## config.mk

```make
export PLATFORM = sky130hd
export DESIGN_NAME = stream_sample_packer
export DESIGN_NICKNAME = d
export VERILOG_FILES = /design/src/rtl/stream_sample_packer.sv
export SDC_FILE = /design/constraint.sdc
export NUM_CORES = 1
export LEC_CHECK = 0
export BUFFER_PORTS_ARGS = -buffer_cell sky130_fd_sc_hd__buf_2
export CORE_MARGIN = 2
export CORE_UTILIZATION = 44
export DETAILED_ROUTE_END_ITERATION = 10
export PLACE_DENSITY = 0.68
export SETUP_SLACK_MARGIN = 0.2
export SYNTH_ARGS = -nofsm -noshare
export SYNTH_HDL_FRONTEND = slang
export SYNTH_SLANG_ARGS = --single-unit
```

## constraint.sdc

```tcl
create_clock -name clk_i -period 6.9 [get_ports clk_i]
set_clock_uncertainty 0.15 [all_clocks]
set_input_delay 0 -clock clk_i [delete_from_list [all_inputs] [get_ports clk_i]]
set_output_delay 0 -clock clk_i [all_outputs]
set_load 0.02 [all_outputs]
```

## src/rtl/stream_sample_packer.sv

```systemverilog
// Packs little-endian, L-then-R interleaved PCM payload bytes into stereo
// 32-bit MSB-justified frames, with valid/ready handshakes on both sides.
module stream_sample_packer #(
  parameter int CNT_W = 16
) (
  input  logic             clk_i,
  input  logic             reset_n_i,
  input  logic             flush_i,
  input  logic [1:0]       bit_depth_i,
  input  logic             byte_valid_i,
  input  logic [7:0]       byte_data_i,
  output logic             byte_ready_o,
  output logic             sample_valid_o,
  output logic [31:0]      sample_left_o,
  output logic [31:0]      sample_right_o,
  input  logic             sample_ready_i,
  output logic             err_o,
  output logic [CNT_W-1:0] frame_count_o
);

  typedef enum logic {S_COLLECT = 1'b0, S_PRESENT = 1'b1} state_t;

  state_t           r_state;
  logic [2:0]       r_idx;
  logic [1:0]       r_dep;
  logic [31:0]      r_left;
  logic [31:0]      r_right;
  logic             r_err;
  logic [CNT_W-1:0] r_cnt;

  logic [1:0] w_dep;
  logic [2:0] w_nb;
  logic [2:0] w_last;
  logic       w_to_left;
  logic [1:0] w_lane;

  // Depth is taken live on the first byte of a frame, then from the latch.
  assign w_dep     = (r_idx == 3'd0) ? bit_depth_i : r_dep;
  assign w_nb      = {1'b0, w_dep} + 3'd2;
  assign w_last    = {w_dep, 1'b0} + 3'd3;
  assign w_to_left = (r_idx < w_nb);
  // Byte lane within the 32-bit word (lane 3 = bits 31:24).
  assign w_lane    = w_to_left ? 2'(3'd2 - {1'b0, w_dep} + r_idx)
                               : 2'(r_idx - {w_dep, 1'b0});

  always_ff @(posedge clk_i or negedge reset_n_i) begin
    if (!reset_n_i) begin
      r_state <= S_COLLECT;
      r_idx   <= '0;
      r_dep   <= '0;
      r_left  <= '0;
      r_right <= '0;
      r_err   <= 1'b0;
      r_cnt   <= '0;
    end else if (flush_i) begin
      r_state <= S_COLLECT;
      r_idx   <= '0;
      r_err   <= 1'b0;
    end else begin
      case (r_state)
        S_COLLECT: begin
          if (byte_valid_i) begin
            if (r_idx == 3'd0 && bit_depth_i == 2'b11) begin
              r_err <= 1'b1;
            end else begin
              // First byte clears the frame so unused low bits read as zero.
              if (r_idx == 3'd0) begin
                r_dep   <= bit_depth_i;
                r_left  <= 32'(byte_data_i) << {w_lane, 3'b000};
                r_right <= '0;
              end else if (w_to_left) begin
                r_left[{w_lane, 3'b000} +: 8] <= byte_data_i;
              end else begin
                r_right[{w_lane, 3'b000} +: 8] <= byte_data_i;
              end
              if (r_idx == w_last) begin
                r_idx   <= '0;
                r_state <= S_PRESENT;
              end else begin
                r_idx <= r_idx + 3'd1;
              end
            end
          end
        end
        S_PRESENT: begin
          if (sample_ready_i) begin
            r_cnt   <= r_cnt + CNT_W'(1);
            r_state <= S_COLLECT;
          end
        end
        default: r_state <= S_COLLECT;
      endcase
    end
  end

  assign byte_ready_o   = (r_state == S_COLLECT);
  assign sample_valid_o = (r_state == S_PRESENT);
  assign sample_left_o  = r_left;
  assign sample_right_o = r_right;
  assign err_o          = r_err;
  assign frame_count_o  = r_cnt;

endmodule

```

==> results of run 1 <==
## final cells by class
type | instances | share of cell area (%)
timing repair buffer | 113 | 13.5
clock inverter | 6 | 1.41
clock buffer | 10 | 2.87
inverter | 7 | 0.600
multi-input combinational | 209 | 33.5
sequential | 87 | 45.4
tap | 108 | 2.82
## where the power goes
part | leakage, uW | total, uW | switching, uW | internal (uW)
Sequential | 0.00119 | 663 | 57.4 | 605
Combinational | 0.00112 | 575 | 369 | 206
Clock | 0.0000989 | 363 | 185 | 178
## stage by stage
stage | setup slack [ns] | hold WS, ns | utilization, % | total power, uW
3_3_place_gp | 2.39 | 0.110 | 51.2 | 1230
2_1_floorplan | 2.07 | -0.446 | - | 1090
6_report | 2.15 | 0.0862 | 55.3 | 1600
3_5_place_dp | 2.20 | 0.123 | 51.2 | 1240
5_1_grt | 1.76 | 0.103 | 55.3 | 1700
4_1_cts | 2.18 | 0.0578 | 55.3 | 1620
## registers in the layout (all words and copies together) (netlist names)
signal and count:
sample_left_o 32, r_dep 2, sample_valid_o 1, r_idx 3, frame_count_o 16, err_o 1, sample_right_o 32
## cell families after synthesis
| kind of cell | after synthesis | synth area share [%] |
|---|---|---|
| AOI/OAI and AO/OA | 92 | 21.0 |
| and+or+nand+nor | 89 | 12.3 |
| DFF | 87 | 55.6 |
| buffers and inverters | 26 | 3.39 |
| xor gates and xnor gates | 18 | 4.50 |
| adders and majority gates | 7 | 2.24 |
| muxes | 3 | 1.02 |
## worst max-delay path, cell delays in order, from the launching register on
cell,delay (ns)
dfrtp_1,0.49
inv_1,0.13
ha_1,0.24
nor2b_1,0.30
nand2_1,0.09
o21ai_0,0.11
ha_1,0.29
nor2b_1,0.18
o32ai_4,0.51
mux2_4,0.52
inv_2,0.08
ha_1,0.35
nor4b_2,0.73
a31o_2,0.22
o21ai_2,0.12
o21ai_1,0.16
## path summary, 6_finish.rpt
kind | to | from | cells past startpoint | slack [ns]
setup / recovery | sample_left_o[30]$_DFFE_PN0P_ | r_idx[1]$_DFFE_PN0P_ | 15 | 2.15
hold / removal | r_dep[0]$_DFFE_PN0P_ | byte_valid_i | 5 | 0.09
hold reg to reg | frame_count_o[15]$_DFFE_PN0P_ | frame_count_o[15]$_DFFE_PN0P_ | 1 | 0.32
setup reg to reg | sample_left_o[30]$_DFFE_PN0P_ | r_idx[1]$_DFFE_PN0P_ | 15 | 2.15
min in group asynchronous | sample_right_o[9]$_DFFE_PN0P_ | reset_n_i | 2 | 0.22
max in group asynchronous | sample_left_o[1]$_DFFE_PN0P_ | reset_n_i | 2 | 5.69
## placed cells by master, fill, tap and decap left out, types with 3 or more instances in the layout
master,netlist,final
ha_1,7,7
o21ai_1,13,13
and3_1,5,5
inv_1,5,5
a22o_1,24,24
o21ai_0,5,5
a32o_1,32,32
nand2_1,35,35
clkbuf_8,0,10
dlygate4sd3_1,0,15
dfrtp_1,87,87
nor2_1,10,10
nand3_1,8,8
nor2b_1,7,7
buf_2,1,96
xor2_1,3,3
xnor2_1,14,14
## layer usage
metal | global-route usage, % | routed length (um) | share of wire, % | vias up
met2 | 29.6 | 4240 | 46 | 84
li1 | - | - | - | 1403
met4 | 5.06 | 96 | 1.0 | 0
met1 | 28.3 | 4300 | 47 | 1455
met3 | 4.87 | 526 | 5.7 | 10
met5 | 0 | 0 | 0 | -
==> results.ini, run 1 <==
[floorplan]
core_sq_um=8680
dieArea_sq_um=9670
start_util_pct=45.1
io_pins=98
die_h_um=98.4
core.rowCount=34
die-width_um=98.4

[clock_network]
cts_hold_buffers=15
htree_levels=3
path_clk_slew_ns=0.08
clock-sinks=87
cts_inserted_buffers=9
cts_root_buffer=clkbuf_8
cts_tree=done
post_cts_buffers=0
cts_resized=0
clk_latency_ns=0.35
cts.path.max_buffers=2

[grt]
antenna_found_initial=0
grt_max_degree=88
grt_pass1_vias=2786
grtUsageTotal_pct=19.5
grt_overflow=0
grt_pass1_wl_mm=14.9

[route]
via_count=2952
via_per_inst=5.47
wirelength_mm=9.17
first_pass_iters=4
antenna_left=0
wl_per_cell_um=17.0
drc_errors=0
drt-initial-drc-count=125

[synthesis]
yosysSeqAreaShare_pct=55.6
yosysWarningCount=0
ys_types=55
synth-main-ff-cell=dfrtp_1
netlist_area_sq_um=3920
avgSynthCellArea_sq_um=12.2
netlist_top_cells_count=87 x dfrtp_1, 35 x nand2_1, 32 x a32o_1, 24 x a22o_1, 14 x xnor2_1
syn_nets=344
synthCells=322
netlist_top_cells_area=dfrtp_1 56%, a32o_1 8.2%, a22o_1 5.4%
synth_top_area_cell=dfrtp_1
yosysMostFrequentCell=dfrtp_1
ys_ff_latch=87
synth_enable_flop_cells=0
synth_top_area_share_pct=55.6
async_flop_share_pct=100

[setup_path]
crit_required_ns=7.02
start_kind=flop
cp_data_arrival_time_ns=4.87
worstPathMaxFanout=30
crit_path_end_kind=flop
critPathKind=reg2reg

[pwr]
ir_drop_mv=0.132
power_density_nw_per_um2=334
p_leak_uw=0.00241

[layout]
finalNonFillerCells=540
area_growth_pct=22.5
regArea_sq_um=2180
final_layout_size_suffix_gt1_share_pct=32.9
fin_area_sq_um=4800
multi_input_area_sq_um=1610
nFillCells=764
antenna_cells=0
final_nets=449

[status]
status=complete, no violations

[sta]
period_share_pct=68.8
worst_pin_slew_ns=1.08
rsz0062_at_grt=false
slew_headroom_pct=28.2
finalSetupViolCount=0
drv_slew=0
hold_viol=0
finalCriticalPeriod_ns=4.75
max_freq_mhz=211
fin_tns_setup_ns=0

[placement]
numPortBuffers=97
place_area_sq_um=4440
finalWeightedCongestion=0.791
hpwlAfterDp_mm=6.20
dp_cells=509

[hold_path]
hold_class=in2reg

[flow_run]
maxCapViolCount=0

Note: power is estimated with default switching activity, not from simulation.
==> run 2, diff against run 1 <==
==> constraint.sdc (replaced) <==
create_clock -name clk_i -period 4.7 [get_ports clk_i]
set_clock_uncertainty 0.15 [all_clocks]
set_input_delay 0 -clock clk_i [delete_from_list [all_inputs] [get_ports clk_i]]
set_output_delay 0 -clock clk_i [all_outputs]
set_load 0.02 [all_outputs]
==> run 2 against run 1 <==
  * Die area unchanged
  * Final area grew 1.5%
  * Worst setup slack got worse by 1.6 ns
  * Fmax rose by 14%
  * Sequential share of layout area fell by 0.65 points
  * Clock power is 47% higher
  * Via count up 3.6%
  * Sequential power up 47%
  * Highest routed layer unchanged
  * Critical path depth increased by 3
  * First-iteration DRC count is 92% higher
  * Wire length rose by 3.8%
==> results.ini, run 2 (synthesis results as in run 1) <==
[status]
status=complete, no violations

[setup_path]
crit_path_end_kind=flop
critPathKind=reg2reg
crit_required_ns=4.85  ; -2.17 ns
start_kind=flop
cp_data_arrival_time_ns=4.32  ; -0.55 ns
worstPathMaxFanout=8  ; -73%

[sta]
hold_viol=0  ; unchanged
finalCriticalPeriod_ns=4.17  ; -0.574 ns
slew_headroom_pct=26.9  ; -1.3 points
period_share_pct=88.8  ; +20 points
fin_ws_ns=0.528  ; -1.63 ns
rsz0062_at_grt=false
drv_slew=0  ; unchanged
worst_pin_slew_ns=1.10  ; +0.0194 ns
fin_tns_setup_ns=0  ; unchanged
finalSetupViolCount=0  ; unchanged
max_freq_mhz=240  ; +14%

[pwr]
switching_share_pct=38.3  ; +0.13 points
internal-power_uw=1480  ; +50%
p_seq_share_pct=40.6  ; -0.8 points
power_switching_uw=922  ; +51%
power_density_nw_per_um2=494  ; +48%
p_leak_uw=0.00245  ; +1.6%
p_comb_share_pct=37.3  ; +1.4 points
ir_drop_mv=0.186  ; +41%
p_clk_share_pct=22.1  ; -0.6 points

[floorplan]
dieArea_sq_um=9670  ; unchanged
core.rowCount=34  ; unchanged
die_h_um=98.4  ; unchanged
io_pins=98  ; unchanged
core_sq_um=8680  ; unchanged
die-width_um=98.4  ; unchanged
start_util_pct=45.1  ; unchanged

[layout]
antenna_cells=0  ; unchanged
area_growth_pct=24.3
layout_common_cells=96 x buf_2, 87 x dfrtp_1, 35 x nand2_1
mostFrequentLayoutCell=buf_2
final_layout_size_suffix_gt1_share_pct=34.6  ; +1.8 points
final_nets=456  ; +1.6%

[clock_network]
clock-sinks=87  ; unchanged
cts_inserted_buffers=9  ; unchanged
htree_levels=3  ; unchanged
clk_latency_ns=0.35  ; about the same
cts.path.max_buffers=2  ; unchanged
cts_root_buffer=clkbuf_8
cts_tree=done
path_clk_slew_ns=0.09  ; about the same

[placement]
hpwlAfterDp_mm=6.43  ; +3.7%
place_ws_ns=0.310  ; -1.89 ns
numPortBuffers=97  ; unchanged
finalWeightedCongestion=0.823  ; +4.0%

[route]
m1WireLength_mm=4.45  ; +3.6%
wl_per_cell_um=17.4  ; +2.5%
wl_met3_um=542  ; +3.0%
drt-initial-drc-count=240  ; +92%
wirelength_mm=9.52  ; +3.8%
top_layer=met4
antenna_left=0  ; unchanged
via_per_inst=5.59  ; +2.2%
first_pass_iters=5  ; +1
via_count=3057  ; +3.6%
wl_met2_mm=4.40  ; +3.7%
drc_errors=0  ; unchanged

[grt]
antenna_found_initial=0  ; unchanged
grt_pass1_vias=2815  ; +1.0%
grt_max_degree=88  ; unchanged
grt_pass1_wl_mm=15.0  ; about the same
grt_overflow=0  ; unchanged
grtUsageTotal_pct=19.5  ; -0.025 points

[flow_run]
maxCapViolCount=0  ; unchanged

[hold_path]
hold_class=in2reg

run 2: cell count changes in the layout (fill, tap and decap cells not counted), sizes merged:
cell	before	now
buf	98	105
clkinvlp	2	3
dlygate4sd3	15	14
inv	8	7
mux2	2	3
run 2: worst max-delay path: stages (launching register included):
cell and delay [ns]:
dfrtp_1 0.41, inv_1 0.21, ha_1 0.29, nor2b_2 0.24, nand2_1 0.07, o21ai_1 0.13
ha_1 0.30, nor2b_1 0.18, o32ai_4 0.36, buf_4 0.24, nand2_2 0.07, o21ai_4 0.16
inv_4 0.10, ha_1 0.31, nor2_1 0.13, nand3_1 0.21, nor3_4 0.21, buf_4 0.18
a22o_1 0.13
run 2: path summary, 6_finish.rpt:
kind	startpoint	end	slack (ns)	depth (start not counted)
min in group asynchronous	reset_n_i	sample_right_o[9]$_DFFE_PN0P_	0.21	2
hold / removal	byte_valid_i	err_o$_DFFE_PN0P_	0.06	4
setup / recovery	r_idx[0]$_DFFE_PN0P_	sample_right_o[14]$_DFFE_PN0P_	0.53	18
max in group asynchronous	reset_n_i	sample_right_o[6]$_DFFE_PN0P_	3.45	2
setup reg to reg	r_idx[0]$_DFFE_PN0P_	sample_right_o[14]$_DFFE_PN0P_	0.53	18
hold reg to reg	frame_count_o[15]$_DFFE_PN0P_	frame_count_o[15]$_DFFE_PN0P_	0.32	1
run 2: area by class of cell:
type,count,area (sq um)
Fill cell,752,3810
Tap cell,108,135
Clock buffer,10,138
Timing Repair Buffer,119,688
Clock inverter,6,70.1
Multi-Input combinational cell,210,1630
Sequential cell,87,2180
Inverter,7,28.8
run 2: through the flow:
stage / instances / hold slack (ns) / util (%) / area [sq um] / total power [uW]
4_1_cts: 540 / 0.0387 / 55.4 / 4810 / 2390
3_5_place_dp: 510 / 0.117 / 51.4 / 4460 / 1840
2_1_floorplan: 322 / -0.446 / - / 3930 / 1600
5_1_grt: 547 / 0.0894 / 56.1 / 4870 / 2530
3_3_place_gp: 510 / 0.109 / 51.4 / 4460 / 1820
6_report: 547 / 0.0570 / 56.1 / 4870 / 2410
run 2: repair_timing:
item | CTS | global route
resized for setup | 0 | 3
endpoints found under the hold margin | 161 | 0
buffers inserted | 0 | 6
endpoints found under the setup margin | 0 | 40
hold buffers | 14 | 0
run 2: power by group through the flow:
stage	registers (uW)	logic, uW	clock network (uW)
3_5_place_dp	992	852	0
4_1_cts	977	864	548
6_report	976	897	532
2_1_floorplan	1150	456	0
3_3_place_gp	985	836	0
5_1_grt	994	967	574
run 2: metal layers:
layer,vias to the layer above,track usage (%)
met5,-,0
met4,0,5.48
met3,12,4.87
met2,102,29.1
met1,1524,28.6
li1,1419,-
